## src/rtl/n_tap_fir_mc.sv

```systemverilog
// Multi-channel time-multiplexed FIR: one shared coefficient set, CHANNELS delay lines,
// a single sequential MAC over LENGTH cycles, then shift, saturate and strobe the result.
module n_tap_fir_mc #(
  parameter int LENGTH      = 20,
  parameter int DATA_WIDTH  = 8,
  parameter int COEFF_WIDTH = 8,
  parameter int CHANNELS    = 2,
  parameter int OUT_WIDTH   = 24,
  parameter int SHIFT       = 0,
  localparam int CH_W       = (CHANNELS > 1) ? $clog2(CHANNELS) : 1
) (
  input  logic                   clock,
  input  logic                   reset,
  input  logic                   coeffStart,
  input  logic                   coeffValid,
  input  logic [COEFF_WIDTH-1:0] coeffIn,
  input  logic                   inValid,
  output logic                   inReady,
  input  logic [CH_W-1:0]        inChannel,
  input  logic [DATA_WIDTH-1:0]  dataIn,
  output logic                   outValid,
  output logic [CH_W-1:0]        outChannel,
  output logic [OUT_WIDTH-1:0]   dataOut,
  output logic                   satFlag,
  output logic                   chanError,
  output logic                   coeffLoaded,
  output logic [2:0]             fsm_state
);

  // Handshake: a sample transfers on a rising edge where inValid and inReady are both high.
  // inReady is high only in RUN; outValid is a one-cycle strobe with no backpressure.

  localparam int ACC_WIDTH = DATA_WIDTH + COEFF_WIDTH + $clog2(LENGTH);
  localparam int K_W       = $clog2(LENGTH);
  localparam int SAT_W     = ((ACC_WIDTH > OUT_WIDTH) ? ACC_WIDTH : OUT_WIDTH) + 1;
  localparam logic signed [SAT_W-1:0] MAX_V = {{(SAT_W-OUT_WIDTH+1){1'b0}}, {(OUT_WIDTH-1){1'b1}}};
  localparam logic signed [SAT_W-1:0] MIN_V = {{(SAT_W-OUT_WIDTH+1){1'b1}}, {(OUT_WIDTH-1){1'b0}}};
  localparam logic [K_W-1:0] LAST_TAP = K_W'(LENGTH - 1);

  typedef enum logic [2:0] {
    IDLE       = 3'd0,
    LOAD_COEFF = 3'd1,
    RUN        = 3'd2,
    MAC        = 3'd3,
    OUTPUT     = 3'd4
  } state_t;

  state_t                          state;
  logic [K_W-1:0]                  tap;
  logic [CH_W-1:0]                 ch;
  logic signed [COEFF_WIDTH-1:0]   h [LENGTH];
  logic signed [DATA_WIDTH-1:0]    x [CHANNELS][LENGTH];
  logic signed [ACC_WIDTH-1:0]     acc;
  logic signed [DATA_WIDTH+COEFF_WIDTH-1:0] prod;
  logic signed [SAT_W-1:0]         r;
  logic                            chan_ok;
  logic                            state_legal;

  assign fsm_state   = state;
  assign chan_ok     = (int'(inChannel) < CHANNELS);
  assign state_legal = (state == IDLE) || (state == LOAD_COEFF) || (state == RUN) ||
                       (state == MAC) || (state == OUTPUT);
  assign prod        = x[ch][tap] * h[tap];
  assign r           = SAT_W'(acc) >>> SHIFT;

  // An illegal encoding is treated exactly like reset so the block never resumes mid-operation.
  always_ff @(posedge clock) begin
    if (reset || !state_legal) begin
      state       <= IDLE;
      tap         <= '0;
      ch          <= '0;
      acc         <= '0;
      inReady     <= 1'b0;
      outValid    <= 1'b0;
      outChannel  <= '0;
      dataOut     <= '0;
      satFlag     <= 1'b0;
      chanError   <= 1'b0;
      coeffLoaded <= 1'b0;
      for (int k = 0; k < LENGTH; k++) h[k] <= '0;
      for (int c = 0; c < CHANNELS; c++)
        for (int k = 0; k < LENGTH; k++) x[c][k] <= '0;
    end else begin
      outValid  <= 1'b0;
      satFlag   <= 1'b0;
      chanError <= 1'b0;
      case (state)
        IDLE: begin
          inReady <= 1'b0;
          if (coeffStart) begin
            state       <= LOAD_COEFF;
            tap         <= '0;
            coeffLoaded <= 1'b0;
          end
        end
        LOAD_COEFF: begin
          if (coeffValid) begin
            h[tap] <= coeffIn;
            if (tap == LAST_TAP) begin
              tap         <= '0;
              coeffLoaded <= 1'b1;
              inReady     <= 1'b1;
              state       <= RUN;
              for (int c = 0; c < CHANNELS; c++)
                for (int k = 0; k < LENGTH; k++) x[c][k] <= '0;
            end else begin
              tap <= tap + 1'b1;
            end
          end
        end
        RUN: begin
          if (coeffStart) begin
            state       <= LOAD_COEFF;
            inReady     <= 1'b0;
            tap         <= '0;
            coeffLoaded <= 1'b0;
          end else if (inValid && inReady) begin
            if (chan_ok) begin
              for (int k = 1; k < LENGTH; k++) x[inChannel][k] <= x[inChannel][k-1];
              x[inChannel][0] <= dataIn;
              ch      <= inChannel;
              acc     <= '0;
              tap     <= '0;
              inReady <= 1'b0;
              state   <= MAC;
            end else begin
              chanError <= 1'b1;
            end
          end
        end
        MAC: begin
          acc <= acc + ACC_WIDTH'(prod);
          if (tap == LAST_TAP) begin
            tap   <= '0;
            state <= OUTPUT;
          end else begin
            tap <= tap + 1'b1;
          end
        end
        OUTPUT: begin
          outValid   <= 1'b1;
          outChannel <= ch;
          if (r > MAX_V) begin
            dataOut <= MAX_V[OUT_WIDTH-1:0];
            satFlag <= 1'b1;
          end else if (r < MIN_V) begin
            dataOut <= MIN_V[OUT_WIDTH-1:0];
            satFlag <= 1'b1;
          end else begin
            dataOut <= r[OUT_WIDTH-1:0];
          end
          inReady <= 1'b1;
          state   <= RUN;
        end
        default: ;
      endcase
    end
  end

endmodule
```

## config.mk

```make
export PLATFORM = sky130hd
export DESIGN_NAME = n_tap_fir_mc
export DESIGN_NICKNAME = d
export VERILOG_FILES = /design/src/rtl/n_tap_fir_mc.sv
export SDC_FILE = /design/constraint.sdc
export NUM_CORES = 1
export LEC_CHECK = 0
export ABC_AREA = 1
export CAP_MARGIN = 0
export CELL_PAD_IN_SITES_DETAIL_PLACEMENT = 1
export CELL_PAD_IN_SITES_GLOBAL_PLACEMENT = 2
export CORE_UTILIZATION = 40
export CTS_CLUSTER_SIZE = 12
export DETAILED_ROUTE_END_ITERATION = 6
export PLACE_DENSITY = 0.84
export SYNTH_ARGS = -nofsm -noshare
export SYNTH_HDL_FRONTEND = slang
export SYNTH_SLANG_ARGS = --single-unit
```

## constraint.sdc

```tcl
create_clock -name clock -period 23.2 [get_ports clock]
set_input_delay 4.64 -clock clock [delete_from_list [all_inputs] [get_ports clock]]
set_output_delay 4.64 -clock clock [all_outputs]
set_load 0.02 [all_outputs]
```

# Word level (Yosys, flattened, before mapping)
# Memories as Yosys holds them, arrays and structs flattened. A register that Yosys moved wholly into a read port is not among the register bits.
# Cells that the tools add are included.
classes:
  add_sub_neg: 2
  multipliers: 1
  magnitude_cmp: 3
  n_eq_ne: 13
  muxes: 97
  n_bitwise: 43
  n_reduce_logical: 23
ops:
  columns: ["op", "count"]
  rows:
  - ["$mux 8", 43]
  - ["$mux 160", 1]
  - ["$reduce_or 160->1", 1]
  - ["$mux 24", 2]
  - ["$mux 21", 2]
  - ["$pmux 21 s2", 1]
  - ["$bmux 8 s5", 1]
  - ["$mux 5", 8]
  - ["$or 1x1->1", 40]
  - ["$mux 1", 28]
  - ["$gt 21x24->1 const B", 1]
  - ["$lt 21x24->1 const B", 1]
  - ["$add 21x16->21", 1]
  - ["$mux 20", 1]
  - ["$pmux 5 s4", 1]
  - ["$mux 3", 6]
  - ["$mul 8x8->16", 1]
  - ["$pmux 3 s5", 1]
  - ["$reduce_and 4->1", 3]
  - ["$ne 2x1->1 const B", 4]
  - ["$reduce_bool 4->1", 2]
  - ["$reduce_or 8->1", 1]
  - ["$eq 3x2->1 const B", 2]
  - ["$ge 6x6->1 const B", 1]
  - ["other kinds (19)", 29]
word_totals:
  reg_bits: 59
  mem_bits_rw: 480
  inputBits: 22
  elab_cells: 194
  memories: 2
mem_list:
  columns: ["memory", "depth", "width", "rd", "rd_clocked_by_memory_dff", "wr", "line", "source"]
  rows:
  - ["x", 2, 160, 2, 1, 2, "52", "logic signed [DATA_WIDTH-1:0] x [CHANNELS][LENGTH];"]
  - ["h", 20, 8, 1, 1, 20, "51", "logic signed [COEFF_WIDTH-1:0] h [LENGTH];"]

# Logic depth before layout (Yosys ltp)
logic_depth:
  word_depth: 11
  ltp_mapped: 34

# Worst setup path before layout
# Ideal clock, no wire load.
synth_timing:
  kind: "input port to flip-flop"
  startpoint: "input inValid"
  endpoint: "memory x[0][0] in the netlist's numbering (enable)"
  arrival_time_ps: 8931
  t_required_ps: 21473
  path_slack_ps: 12543
  stages: 7
  cell_sequence: "nand2_1 > nor3_2 > nand3b_1 > clkbuf_1 > buf_4 > buf_6 > nand3_1"
synth_rtl:
  columns: ["element", "line", "source"]
  rows:
  - ["start: declaration", "17", "input logic inValid,"]
  - ["end: declaration", "52", null]

==> out/summary.txt <==
Largest net degree at the start of global routing -> 91
TritonRoute pass-1 iters -> 5
WHS Path Cells -> 2
Avg Vias per Cell -> 5.13
Initial DRC Count -> 1380
Max Fanout on Critical Path -> 82
Cells on worst reg2reg path -> 30
Area of the multi-input gates -> 11200 um^2
Min-delay worst type -> register to register
Yosys cell types -> 43
Area contributors post-synth -> edfxtp_1, nand2_1, nor2_1
Routed Antenna Nets -> 0
# IOs -> 55
Total track usage -> 21.7%
Hold Worst Slack -> 0.462 ns
Mapped Area -> 32900 um^2
#FFs+latches synth -> 638
Clock skew -> 0.0264 ns
End of the worst hold path -> acc[6]
# DRC -> 0
PostCTS Resize Cnt -> 0
Final Hold Viols -> 0
Slew Limit Fails -> 0
RSZ-0062 raised after global routing -> no
YS warnings -> 0
DIE HEIGHT -> 289 um
Initial antenna violation count -> 0
Worst EP required -> 23.46 ns
Final setup vio count -> 0
Startpoint Class -> primary input
Post-layout util -> 44.9%
Fin crit period -> 7.86 ns
First-pass GRT wire length -> 140000 um
CTS tree -> yes
Setup bufs post-CTS -> 0
Worst reg2reg path endpoint -> acc[20]
Fmax -> 127 MHz
Comb pwr share -> 43.0%
Layout cells sized above 1 -> 6.54%
Setup total negative slack -> 0 ns
Critical Path Sink Type -> register
Gpl congestion -> 0.796
Seq pwr share -> 30.8%
CTS root buf -> clkbuf_16
R2R Setup Slk -> 15.62 ns
Crit path DAT -> 8.13 ns
H-tree depth -> 3
Grt total ovfl -> 0
Row count -> 104
Maximum vdd drop -> 96.7 uV
Hold_sp -> acc[6]
Skew-Pair Late Insertion Delay -> 0.64 ns
Largest buffer count on any clock path -> 3
# hold bufs at CTS -> 0
Clk slew on worst S/H paths -> 0.06 ns
Post-DP HPWL -> 56000 um
Kind of critical path -> primary input to register
Int Pwr -> 2.57 mW
Seq/Total Area, Yosys -> 56.3%
Worst-margin pin slew -> 1.11 ns
Worst slew margin -> 25.9%
Clock sinks -> 638
Area growth syn-to-layout -> 10.3%
Sw Ratio -> 40.1%
Top cell type's share of synthesized area -> 52.6%
Antenna Cells -> 0
Clock power share -> 26.2%
Avg Cell Area, Syn -> 9.40 um^2
Die Footprint -> 83400 um^2
Status -> complete, no violations
PD cells -> 118 nW/um^2
Max Cap Viol -> 0
Leading area contributor after synthesis -> edfxtp_1
Wire per inst -> 19.2 um
Period utilization -> 33.9%
Leakage power -> 14.9 nW
Initial Utilization -> 40.7%
Fillers -> 9252
Die width -> 289 um
I/O Buffers -> 52
DRT Wirelength -> 88300 um
Nets -> 3640
Synth Instances -> 3500
Switching power -> 1.72 mW
Core area -> 80900 um^2
CTS Buf Count -> 74
Via count of the routed design -> 23500
Vias in the first global route -> 24800
Reg area -> 18600 um^2
flip-flops by register name (all words and copies together), names as in the netlist, named ones only:
signal / cells
outChannel: 1
coeffLoaded: 1
dataOut: 22
ch: 1
tap: 5
x: 320
h: 256
acc: 21
outValid: 1
fsm_state: 3
inReady: 1
power by group through the flow:
stage	logic, mW	clock network [mW]	registers (mW)
2_1_floorplan	1.38	0	1.33
3_3_place_gp	1.81	0	1.35
3_5_place_dp	1.86	0	1.35
4_1_cts	1.88	1.15	1.32
5_1_grt	2.15	1.19	1.33
6_report	1.85	1.13	1.32
cells in the mapped netlist:
| library cell | number |
|---|---|
| a21boi_0 | 1 |
| a21oi_1 | 211 |
| a21oi_4 | 2 |
| a22oi_1 | 1 |
| and2_1 | 1 |
| buf_1 | 9 |
| buf_2 | 57 |
| buf_4 | 42 |
| buf_6 | 19 |
| clkbuf_1 | 62 |
| clkinv_1 | 2 |
| conb_1 | 1 |
| dfxtp_1 | 62 |
| edfxtp_1 | 576 |
| fa_1 | 92 |
| ha_1 | 52 |
| inv_1 | 539 |
| inv_2 | 21 |
| inv_4 | 2 |
| nand2_1 | 586 |
| nand2_2 | 22 |
| nand3_1 | 328 |
| nand3_2 | 4 |
| nand3b_1 | 2 |
| nand4_1 | 3 |
| nand4_2 | 1 |
| nor2_1 | 556 |
| nor2_2 | 13 |
| nor2_4 | 1 |
| nor3_1 | 7 |
| nor3_2 | 2 |
| nor4_1 | 2 |
| o211ai_1 | 38 |
| o21a_1 | 1 |
| o21ai_0 | 151 |
| o21ai_1 | 5 |
| o21ai_2 | 1 |
| o31ai_1 | 1 |
| o31ai_2 | 2 |
| or2_0 | 1 |
| or2_1 | 1 |
| or2_2 | 19 |
| xnor2_1 | 1 |
layer usage:
layer	vias to the layer above	wire, um	GRT usage [%]
met3	145	3760	3.31
li1	11200	-	-
met5	-	0	0
met1	11700	39100	28.1
met4	0	2440	6.68
met2	421	43100	37.2
cell type report:
type                    count  area share (%)
clock buffers              99            5.50
clock inverters            33           0.872
well taps                1060            3.65
repair buffers             86            2.14
inverters                 564            5.84
multi-input cells        2110            30.9
flip-flops and latches    638            51.1
stage by stage:
stage / cell area [um^2] / power, mW / worst slack (ns) / cells
floorplan: 32900 / 2.71 / 12.54 / 3501
global placement: 34000 / 3.16 / 14.63 / 4458
detailed placement: 34000 / 3.21 / 14.56 / 4458
CTS: 36300 / 4.36 / 15.22 / 4590
global route: 36300 / 4.67 / 15.02 / 4590
finish: 36300 / 4.30 / 15.34 / 4590
worst max-delay path, cell delays in order:
cell and delay [ns]:
clkdlybuf4s50_1 0.64, nor2_4 0.07, buf_4 0.32, nand3b_1 0.18, buf_4 0.71, nand3_4 0.83, buf_4 0.66
worst max path at each step:
stage          slack (ns)  cells past startpoint   endpoint    start
6_report            15.34                      7  x[0][129]    reset
5_1_grt             15.02                      7  x[0][105]    reset
4_1_cts             15.22                      7  x[0][129]    reset
3_5_place_dp        14.56                      7  x[0][116]    reset
3_3_place_gp        14.63                      7   x[0][92]    reset
2_1_floorplan       12.54                      7    x[0][0]  inValid
cells in the final DEF (no fill, tap or decap), types with 3 or more instances in the layout:
cell type        Yosys  layout
nand3_2              4       4
o211ai_1            38      38
inv_1              539     538
o21ai_0            151     151
nor3_1               7       7
clkbuf_8             0       3
nand2_2             22      22
clkbuf_16            0      75
fa_1                92      92
nor2_2              13      13
clkinv_1             2      16
clkinv_2             0       9
dfxtp_1             62      57
edfxtp_1           576     576
o21ai_1              5       5
clkbuf_1            62      21
inv_2               21      22
nor2_1             556     555
dfxtp_4              0       3
nand2_1            586     586
nand3_1            328     325
clkdlybuf4s50_1      0      52
a21oi_1            211     211
buf_4               42      34
bufinv_16            0       3
or2_2               19      19
ha_1                52      52
nand3_4              0       3
nand4_1              3       3
cell families (layout without fill, tap and decap cells):
group	after synthesis	count (layout)	synth area share, %
flip-flops	638	638	56.3
adder cells (fa/ha/maj)	144	144	7.57
AND/OR/NAND/NOR	1549	1549	19.6
XOR/XNOR	1	1	0.0266
other	1	2	0.0114
AO/OA/AOI/OAI	414	414	6.74
buffers and inverters	753	782	9.73
Power figures use the tool's default switching activity.
